===== config.mk =====
export PLATFORM = sky130hd
export DESIGN_NAME = fft_bitrev_reorder
export DESIGN_NICKNAME = d
export VERILOG_FILES = /design/src/rtl/fft_pkg.sv /design/src/rtl/fft_bitrev_reorder_bank.sv /design/src/rtl/fft_bitrev_reorder.sv
export SDC_FILE = /design/constraint.sdc
export NUM_CORES = 1
export LEC_CHECK = 0
export CAP_MARGIN = 20
export CORE_MARGIN = 4
export CORE_UTILIZATION = 61
export DETAILED_ROUTE_END_ITERATION = 8
export PLACE_DENSITY = 0.8
export SLEW_MARGIN = 20
export SYNTH_ARGS = -nofsm -noshare
export SYNTH_HDL_FRONTEND = slang
export SYNTH_SLANG_ARGS = --single-unit

===== constraint.sdc =====
create_clock -name clk -period 2.5 [get_ports clk]
set_clock_uncertainty 0.2 [all_clocks]
set_input_delay 0.25 -clock clk [delete_from_list [all_inputs] [get_ports clk]]
set_output_delay 0.25 -clock clk [all_outputs]
set_load 0.02 [all_outputs]

===== src/rtl/fft_pkg.sv =====
// Shared defaults, read-FSM encoding and index bit reversal for the FFT
// output reorder buffer.
package fft_pkg;

    localparam int unsigned N_PTS_DEF = 8;
    localparam int unsigned LOG2N_DEF = 3;
    localparam int unsigned DW_DEF    = 8;

    typedef enum logic {
        IDLE   = 1'b0,
        STREAM = 1'b1
    } rd_state_e;

    // Reverse the low 'width' bits of idx; upper result bits are zero.
    function automatic logic [31:0] bitrev(input logic [31:0] idx, input int unsigned width);
        logic [31:0] r;
        r = '0;
        for (int unsigned i = 0; i < width; i++) begin
            r[5'(i)] = idx[5'(width - 1 - i)];
        end
        return r;
    endfunction

endpackage


===== src/rtl/fft_bitrev_reorder_bank.sv =====
// Ping-pong storage: two N_PTS x DW register banks.
// Ports: clk; write port i_wr_en/i_wr_bank/i_wr_addr/i_wr_data (synchronous);
//        read port i_rd_bank/i_rd_addr -> o_rd_data_c (combinational).
// Contents are deliberately not reset.
module pingpong_bank
    import fft_pkg::*;
#(
    parameter int unsigned N_PTS = N_PTS_DEF,
    parameter int unsigned LOG2N = LOG2N_DEF,
    parameter int unsigned DW    = DW_DEF
) (
    input  logic             clk,
    input  logic             i_wr_en,
    input  logic             i_wr_bank,
    input  logic [LOG2N-1:0] i_wr_addr,
    input  logic [DW-1:0]    i_wr_data,
    input  logic             i_rd_bank,
    input  logic [LOG2N-1:0] i_rd_addr,
    output logic [DW-1:0]    o_rd_data_c
);

    logic [DW-1:0] r_mem [2][N_PTS];

    // Single write port
    always_ff @(posedge clk) begin
        if (i_wr_en) begin
            r_mem[i_wr_bank][i_wr_addr] <= i_wr_data;
        end
    end

    // Combinational read port
    assign o_rd_data_c = r_mem[i_rd_bank][i_rd_addr];

endmodule


===== src/rtl/fft_bitrev_reorder.sv =====
// Bit-reversed to natural-order reorder buffer behind the last SDF stage.
// Ports: clk, clear (async active-high reset);
//        in_valid/in_data   : push-only input stream, bit-reversed order;
//        out_valid/out_ready/out_data/out_last : natural-order output stream;
//        overflow           : sticky, set when an input sample is dropped.
module fft_bitrev_reorder
    import fft_pkg::*;
#(
    parameter int unsigned N_PTS = N_PTS_DEF,
    parameter int unsigned LOG2N = LOG2N_DEF,
    parameter int unsigned DW    = DW_DEF
) (
    input  logic          clk,
    input  logic          clear,
    input  logic          in_valid,
    input  logic [DW-1:0] in_data,
    input  logic          out_ready,
    output logic          out_valid,
    output logic [DW-1:0] out_data,
    output logic          out_last,
    output logic          overflow
);

    localparam int unsigned      RCW      = LOG2N + 1;
    localparam logic [LOG2N-1:0] LAST_IDX = LOG2N'(N_PTS - 1);
    localparam logic [RCW-1:0]   RC_END   = RCW'(N_PTS);

    logic [LOG2N-1:0] r_wcnt;
    logic             r_wbank;
    logic             r_overflow;
    logic [1:0]       r_full;
    rd_state_e        r_state;
    logic             r_rbank;
    logic [RCW-1:0]   r_rcnt;
    logic             r_out_valid;
    logic [DW-1:0]    r_out_data;
    logic             r_out_last;

    logic             w_wr_en;
    logic             w_wr_end;
    logic [LOG2N-1:0] w_wr_addr;
    logic             w_take;
    logic             w_last_acc;
    logic             w_can_load;
    logic             w_src_ok;
    logic             w_load;
    logic             w_rd_bank;
    logic [LOG2N-1:0] w_rd_addr;
    logic [DW-1:0]    w_rd_data;
    rd_state_e        w_state_nxt;
    logic             w_rbank_nxt;
    logic [RCW-1:0]   w_rcnt_nxt;
    logic [1:0]       w_full_nxt;
    logic             w_ov_nxt;
    logic [DW-1:0]    w_od_nxt;
    logic             w_ol_nxt;

    pingpong_bank #(
        .N_PTS (N_PTS),
        .LOG2N (LOG2N),
        .DW    (DW)
    ) u_bank (
        .clk         (clk),
        .i_wr_en     (w_wr_en),
        .i_wr_bank   (r_wbank),
        .i_wr_addr   (w_wr_addr),
        .i_wr_data   (in_data),
        .i_rd_bank   (w_rd_bank),
        .i_rd_addr   (w_rd_addr),
        .o_rd_data_c (w_rd_data)
    );

    // Writer stores sample k at bitrev(k); a full target bank drops the sample
    assign w_wr_en   = in_valid & ~r_full[r_wbank];
    assign w_wr_end  = w_wr_en & (r_wcnt == LAST_IDX);
    assign w_wr_addr = LOG2N'(bitrev(32'(r_wcnt), LOG2N));

    always_ff @(posedge clk or posedge clear) begin
        if (clear) begin
            r_wcnt     <= '0;
            r_wbank    <= 1'b0;
            r_overflow <= 1'b0;
        end else begin
            if (w_wr_en) begin
                r_wcnt <= r_wcnt + LOG2N'(1);
                if (w_wr_end) begin
                    r_wbank <= ~r_wbank;
                end
            end
            if (in_valid && r_full[r_wbank]) begin
                r_overflow <= 1'b1;
            end
        end
    end

    assign w_take     = r_out_valid & out_ready;
    assign w_last_acc = w_take & r_out_last;
    assign w_can_load = ~r_out_valid | out_ready;

    // Read FSM, bank flags and output-register next state
    always_comb begin
        w_state_nxt = r_state;
        w_rbank_nxt = r_rbank;
        w_rcnt_nxt  = r_rcnt;
        w_full_nxt  = r_full;
        w_rd_bank   = r_rbank;
        w_rd_addr   = r_rcnt[LOG2N-1:0];
        w_src_ok    = 1'b0;
        w_load      = 1'b0;
        w_ov_nxt    = r_out_valid;
        w_od_nxt    = r_out_data;
        w_ol_nxt    = r_out_last;

        case (r_state)
            IDLE: begin
                // Word 0 is loaded on the same edge the FSM leaves IDLE
                w_rd_addr = '0;
                w_src_ok  = r_full[r_rbank];
            end
            STREAM: begin
                if (w_last_acc) begin
                    // Frame done: switch banks and pull word 0 of the other
                    // bank in the same cycle if it is already complete
                    w_rbank_nxt = ~r_rbank;
                    w_rcnt_nxt  = '0;
                    w_state_nxt = IDLE;
                    w_rd_bank   = ~r_rbank;
                    w_rd_addr   = '0;
                    w_src_ok    = r_full[~r_rbank];
                end else begin
                    w_src_ok = (r_rcnt < RC_END);
                end
            end
            default: begin
                w_state_nxt = IDLE;
            end
        endcase

        w_load = w_src_ok & w_can_load;

        if (w_load) begin
            w_state_nxt = STREAM;
            w_rcnt_nxt  = RCW'(w_rd_addr) + RCW'(1);
            w_ov_nxt    = 1'b1;
            w_od_nxt    = w_rd_data;
            w_ol_nxt    = (w_rd_addr == LAST_IDX);
        end else if (w_take) begin
            w_ov_nxt = 1'b0;
        end

        // Set and clear always target different banks
        if (w_wr_end) begin
            w_full_nxt[r_wbank] = 1'b1;
        end
        if (w_last_acc) begin
            w_full_nxt[r_rbank] = 1'b0;
        end
    end

    always_ff @(posedge clk or posedge clear) begin
        if (clear) begin
            r_state     <= IDLE;
            r_rbank     <= 1'b0;
            r_rcnt      <= '0;
            r_full      <= '0;
            r_out_valid <= 1'b0;
            r_out_data  <= '0;
            r_out_last  <= 1'b0;
        end else begin
            r_state     <= w_state_nxt;
            r_rbank     <= w_rbank_nxt;
            r_rcnt      <= w_rcnt_nxt;
            r_full      <= w_full_nxt;
            r_out_valid <= w_ov_nxt;
            r_out_data  <= w_od_nxt;
            r_out_last  <= w_ol_nxt;
        end
    end

    assign out_valid = r_out_valid;
    assign out_data  = r_out_data;
    assign out_last  = r_out_last;
    assign overflow  = r_overflow;

endmodule

# Word level (Yosys, flattened, before mapping)
# Memory sizes are Yosys's and may differ from the RTL's.
# Cells that the tools add are included.
classes:
  muxes: 33
  eq_ne: 2
  bitwise_logic: 16
  reduce_logical: 9
  magnitude_cmp: 9
  n_addsub: 2
op_table:
  columns: ["cell", "count"]
  rows:
  - ["$mux 64", 1]
  - ["$bmux 8 s3", 1]
  - ["$demux 8 s3", 1]
  - ["$mux 8", 3]
  - ["$mux 1", 17]
  - ["$mux 4", 3]
  - ["$ge 4x4->1 const B", 2]
  - ["$not 3->4", 2]
  - ["$eq 3x3->1 const B", 2]
  - ["$lt 1x2->1 const B", 3]
  - ["$pmux 3 s2", 1]
  - ["$reduce_bool 2->1", 3]
  - ["$and 1x1->1", 5]
  - ["$not 1->1", 5]
  - ["$add 3x1->4 const B", 1]
  - ["$logic_and 1x1->1", 4]
  - ["$lt 4x1->1 const B", 1]
  - ["$lt 4x4->1 const B", 1]
  - ["$mux 2", 2]
  - ["$reduce_and 2->1", 2]
  - ["$add 3x1->3 const B", 1]
  - ["$mux 3", 1]
  - ["$and 2x2->2", 1]
  - ["$demux 1 s1", 2]
  - ["5 further kinds", 6]
word_totals:
  mem_count: 1
  output_inout_bits: 11
  register_bits: 23
  mem_bits_rw: 128
mem_list:
  columns: ["memory", "depth", "width", "read_ports", "rd_ports_with_merged_regs", "write_ports", "line_no", "text"]
  rows:
  - ["u_bank.r_mem", 2, 64, 1, 0, 1, "fft_bitrev_reorder_bank.sv:22", "logic [DW-1:0] r_mem [2][N_PTS];"]

# Depth between registers and ports, before layout
depth:
  word_depth: 8
  depth_mapped: 8

# Hierarchy
# From an unflattened synthesis, not the netlist that was laid out.
unflattened:
  cells_unflattened: 308
  area_unflattened_um2: 6092.1
modules_own_cells:
  columns: ["mod", "cells_each", "area_each_um2", "n_inst"]
  rows:
  - ["pingpong_bank", 224, 5003.5, 1]
  - ["fft_bitrev_reorder", 84, 1088.5, 1]

# Worst setup path before layout
# No wires, ideal clock.
synth_path:
  path_kind: "register to register"
  startpoint: "reg r_out_valid, in the netlist out_valid"
  endpoint: "reg r_out_data[2], in the netlist out_data[2]"
  setup_time_ns: 0.133
  path_buffers: 2
  path_slack_ns: 0.357
  period_less_slack_ns: 2.143
  stages_incl_launch_ff: 8
  arrival_time_ns: 1.810
  cell_sequence: "dfrtp_1 nand4_4 xor2_4 buf_6 buf_2 nand3_1 a32oi_1 o211ai_2"
synth_between:
  elab_chain_cells: 8
synth_rtl:
  columns: ["item", "line_no", "text"]
  rows:
  - ["from (decl)", "fft_bitrev_reorder.sv:35", "logic r_out_valid;"]
  - ["from (signal assigned)", "fft_bitrev_reorder.sv:174", "r_out_valid <= w_ov_nxt;"]
  - ["$and 1x1->1", "fft_bitrev_reorder.sv:96", "assign w_take = r_out_valid & out_ready;"]
  - ["$and 1x1->1", "fft_bitrev_reorder.sv:97", "assign w_last_acc = w_take & r_out_last;"]
  - ["$mux 1 or $mux 3 (tied branches)", "fft_bitrev_reorder.sv:121", "if (w_last_acc) begin"]
  - ["$mux 1 or $pmux 3 s2 (tied branches)", null, null]
  - ["$mem_v2 2x64 or $not 3->4 (tied branches)", null, null]
  - ["$bmux 8 s3", "fft_bitrev_reorder_bank.sv:32", "assign o_rd_data_c = r_mem[i_rd_bank][i_rd_addr];"]
  - ["$mux 8 (not written as such) (2 in a row)", "fft_bitrev_reorder_bank.sv:32", null]
  - ["to (signal assigned)", "fft_bitrev_reorder.sv:175", "r_out_data <= w_od_nxt;"]
  - ["to (decl)", "fft_bitrev_reorder.sv:36", "logic [DW-1:0] r_out_data;"]
# Several ways; a longest one is shown, not always the timed one. The select of a mux whose other input is x is not followed.
# A chain may end at the register's enable or synchronous reset.

# Worst setup path after layout
layout_path:
  startpoint: "reg r_rcnt[0]"
  endpoint: "reg r_out_data[2], in the netlist out_data[2]"
layout_between:
  elab_chain_cells: 6
layout_rtl:
  columns: ["item", "line_no", "text"]
  rows:
  - ["from (decl)", "fft_bitrev_reorder.sv:34", "logic [RCW-1:0] r_rcnt;"]
  - ["from (signal assigned)", "fft_bitrev_reorder.sv:172", "r_rcnt <= w_rcnt_nxt;"]
  - ["$mux 3", "fft_bitrev_reorder.sv:121", null]
  - ["$pmux 3 s2", "fft_bitrev_reorder.sv:114", "case (r_state)"]
  - ["$not 3->4 (not written as such)", "fft_bitrev_reorder_bank.sv:32", null]
  - ["$bmux 8 s3", "fft_bitrev_reorder_bank.sv:32", null]
  - ["$mux 8 (not written as such) (2 in a row)", "fft_bitrev_reorder_bank.sv:32", null]
# Several ways; a longest one is shown, not always the timed one. The select of a mux whose other input is x is not followed.

==> qor.csv <==
metric,value,unit
status,finished clean,
num rows,37,
leakage power,0.00276,uW
Post-Syn Area,6510,sq um
total grt overflow,0,
Tmin final,2.37,ns
antenna violations before repair,0,
CP Cell Sequence,and2_1 > buf_4 > nand2_4 > buf_4 > a211o_1 > a32oi_1 > o211ai_2,
"Req. time, crit path",2.68,ns
Seq. cell area,4420,sq um
Final setup viols,0,
Post-Syn Nets,471,
crit path launch type,flop,
Die ar.,12400,sq um
Slew Limit Headroom,46.5,%
Synth Instances,451,
post-synthesis adder-cell area fraction,1.54,%
CTS HTree Levels,4,
Vias/cell,6.74,
combinational family with the most area after synthesis,simple AND/OR/NAND/NOR gates,
number of clock sinks,151,
Antenna Diode Count,0,
RSZ-0062 raised after global routing,false,
Synth Area in Simple Gates,12.8,%
final hold viol count,0,
Core Area,10400,sq um
Max clock buf depth,2,
post-CTS setup buffer count,0,
Final GP Congestion,0.860,
Layout Cells excl Fill,636,
synth unique cells,53,
Pwr per Cell Area,1270,nW/um^2
multiplexer area fraction after synthesis,1.86,%
CTS Buf Count,17,
Worst EP arrival,2.56,ns
Routed Antenna Nets,0,
share of cells above drive strength 1,16.0,%
XOR/XNOR Fraction of Synth Area,0.692,%
"Seq/Total Area, Yosys",67.9,%
endpoint class of the critical path,flop,
Setup CP Type,reg -> reg,
CTS tree,yes,
post-synthesis compound-gate area fraction,12.5,%
WL/cell,23.8,um
largest net degree at the start of global routing,41,
DP HPWL,9430,um
fillers,660,
Hold WC Path Type,in -> reg,
dpl cells,603,
hold path depth,3,
Iter 0 DRT Violations,700,
period utilisation layout,94.9,%
Max Fclk,0.422,GHz
PortBufs,22,
WP buf/inv,2,
Syn-to-layout area delta,15.4,%
Peak supply drop,1.04,mV
Root Buffer,clkbuf_8,
Post-Route WL,15200,um
Max Cap Viol,0,
router iterations before antenna repair,5,
CTS clock-pin slew for the worst setup and hold paths,0.06,ns
Final Max Tran Viols,0,
"Warnings, synthesis",0,
DP Worst Slack,-0.0150,ns
ys flop type,edfxtp_1,
drt drc,0,
fraction of registers with async set/reset,15.2,%
vias,4287,
Skew-Pair Late Insertion Delay,0.52,ns
Least-Margin Pin Slew,0.800,ns
die height,111,um
syn_area_per_cell,14.4,sq um
most frequent CP cell,buf_4,
critical path's largest stage delay,0.48,ns
Worst Slack Setup Final,0.129,ns
Crit-path slowest cell,dfrtp_1,
final core occ,72.5,%
Post-synth EDFFs,128,
synthesized flop and latch total,151,
crit-path max FO,32,
GRT Overall Usage,25.6,%
global-route wire length before repair,24200,um
Die X,111,um
r2r worst-path depth,7,
Nets,507,
Crit path depth,7,
initial core utilization,62.8,%
area of the multi-input gates,1920,sq um
Top delay family on crit path,compound AO/OA/AOI/OAI gates,
io pins,23,
vias in the first global route,4226,
## stage by stage
stage                     hold WS (ns)  power (uW)  setup TNS [ns]  cell area, sq um
after CTS                        0.146        9430               0              7510
after global placement           0.260        6830               0              6940
after floorplan                 0.0519        5820               0              6510
after global routing             0.183        9940               0              7510
after detailed placement         0.269        6960         -0.0150              6940
final                            0.147        9510               0              7510
## area by class of cell
type / count / area share (%)
inverters: 8 / 0.400
well taps: 136 / 2.26
clock buffers: 21 / 5.71
clock inverters: 11 / 1.78
multi-input cells: 267 / 25.5
repair buffers: 42 / 5.46
flip-flops and latches: 151 / 58.8
## cell usage after synthesis, types with 4 or more instances
cell type,number,area (sq um)
edfxtp_1,128,3840
nand2_1,35,131
nand3_1,30,150
and3_1,26,163
dfrtp_1,23,576
o21ai_0,20,100
a211o_1,18,158
o31ai_1,16,120
or4_1,16,120
clkbuf_1,14,52.6
mux2i_1,11,110
a31o_1,8,70.1
and2_1,8,50.1
ha_1,8,100
a32oi_1,7,61.3
inv_1,7,26.3
nand4_1,7,43.8
a211o_2,6,60.1
o211ai_1,6,45.0
and3_2,5,37.5
buf_2,5,25.0
nor2_1,5,18.8
o211ai_2,5,62.6
nand3_2,4,40.0
## kinds of logic (layout without fill, tap and decap cells)
family	count (synthesis)	in the layout
AND/OR/NAND/NOR	145	145
multiplexers	12	12
AO/OA/AOI/OAI	99	99
adder cells (fa/ha/maj)	8	8
flip-flops	151	151
buffers and inverters	33	82
XOR/XNOR	3	3
## what timing repair did
action | 4_1_cts | 5_1_grt
hold buffers | 1 | 0
gates resized for setup | 0 | 2
endpoints found under the hold margin | 23 | 0
setup endpoints to repair | 0 | 4
## where the power goes
| group | internal (uW) | switching [uW] |
|---|---|---|
| clock | 1510 | 926 |
| sequential | 3090 | 281 |
| combinational | 1400 | 2300 |
| total | 6000 | 3500 |
## worst paths after layout
path	start	slack (ns)	endpoint
min in group asynchronous	clear	0.44	r_state$_DFF_PP0_
worst max-delay path	r_rcnt[0]$_DFFE_PP0P_	0.13	out_data[2]$_DFFE_PP0P_
worst min-delay path	in_valid	0.15	overflow$_DFFE_PP0P_
worst max register to register	r_rcnt[0]$_DFFE_PP0P_	0.13	out_data[2]$_DFFE_PP0P_
max in group asynchronous	clear	1.39	r_state$_DFF_PP0_
worst min register to register	overflow$_DFFE_PP0P_	0.28	overflow$_DFFE_PP0P_
## state kept, by name (all words and copies together) (netlist names)
register,flops
r_rcnt,4
out_valid,1
r_state,1
out_last,1
r_rbank,1
u_bank.r_mem,128
out_data,8
r_wcnt,3
overflow,1
r_wbank,1
r_full,2
## placed cells by master, fill, tap and decap left out, types with 6 or more instances in the layout
| cell | count |
|---|---|
| a31o_1 | 8 |
| edfxtp_1 | 128 |
| mux2i_1 | 11 |
| nand3_1 | 30 |
| clkbuf_16 | 16 |
| or4_1 | 16 |
| ha_1 | 8 |
| and2_1 | 8 |
| buf_4 | 16 |
| inv_1 | 7 |
| nand4_1 | 7 |
| and3_1 | 26 |
| o211ai_1 | 6 |
| a211o_2 | 6 |
| o21ai_0 | 20 |
| a32oi_1 | 7 |
| o31ai_1 | 16 |
| dfrtp_1 | 22 |
| a211o_1 | 18 |
| nand2_1 | 35 |
| clkdlybuf4s50_1 | 22 |
## layer usage
layer	part of all wire, %	GRT usage (%)	up-vias	wire [um]
met5	0	0	-	0
met4	3.6	10.5	0	540
met3	10	6.88	42	1560
met2	46	38.4	313	6990
met1	40	36.0	2073	6070
li1	-	-	1859	-
## worst min-delay path: stages
cell,delay [ns]
clkdlybuf4s50_1,0.44
inv_1,0.07
o21bai_1,0.06
(Power assumes the default switching activity.)
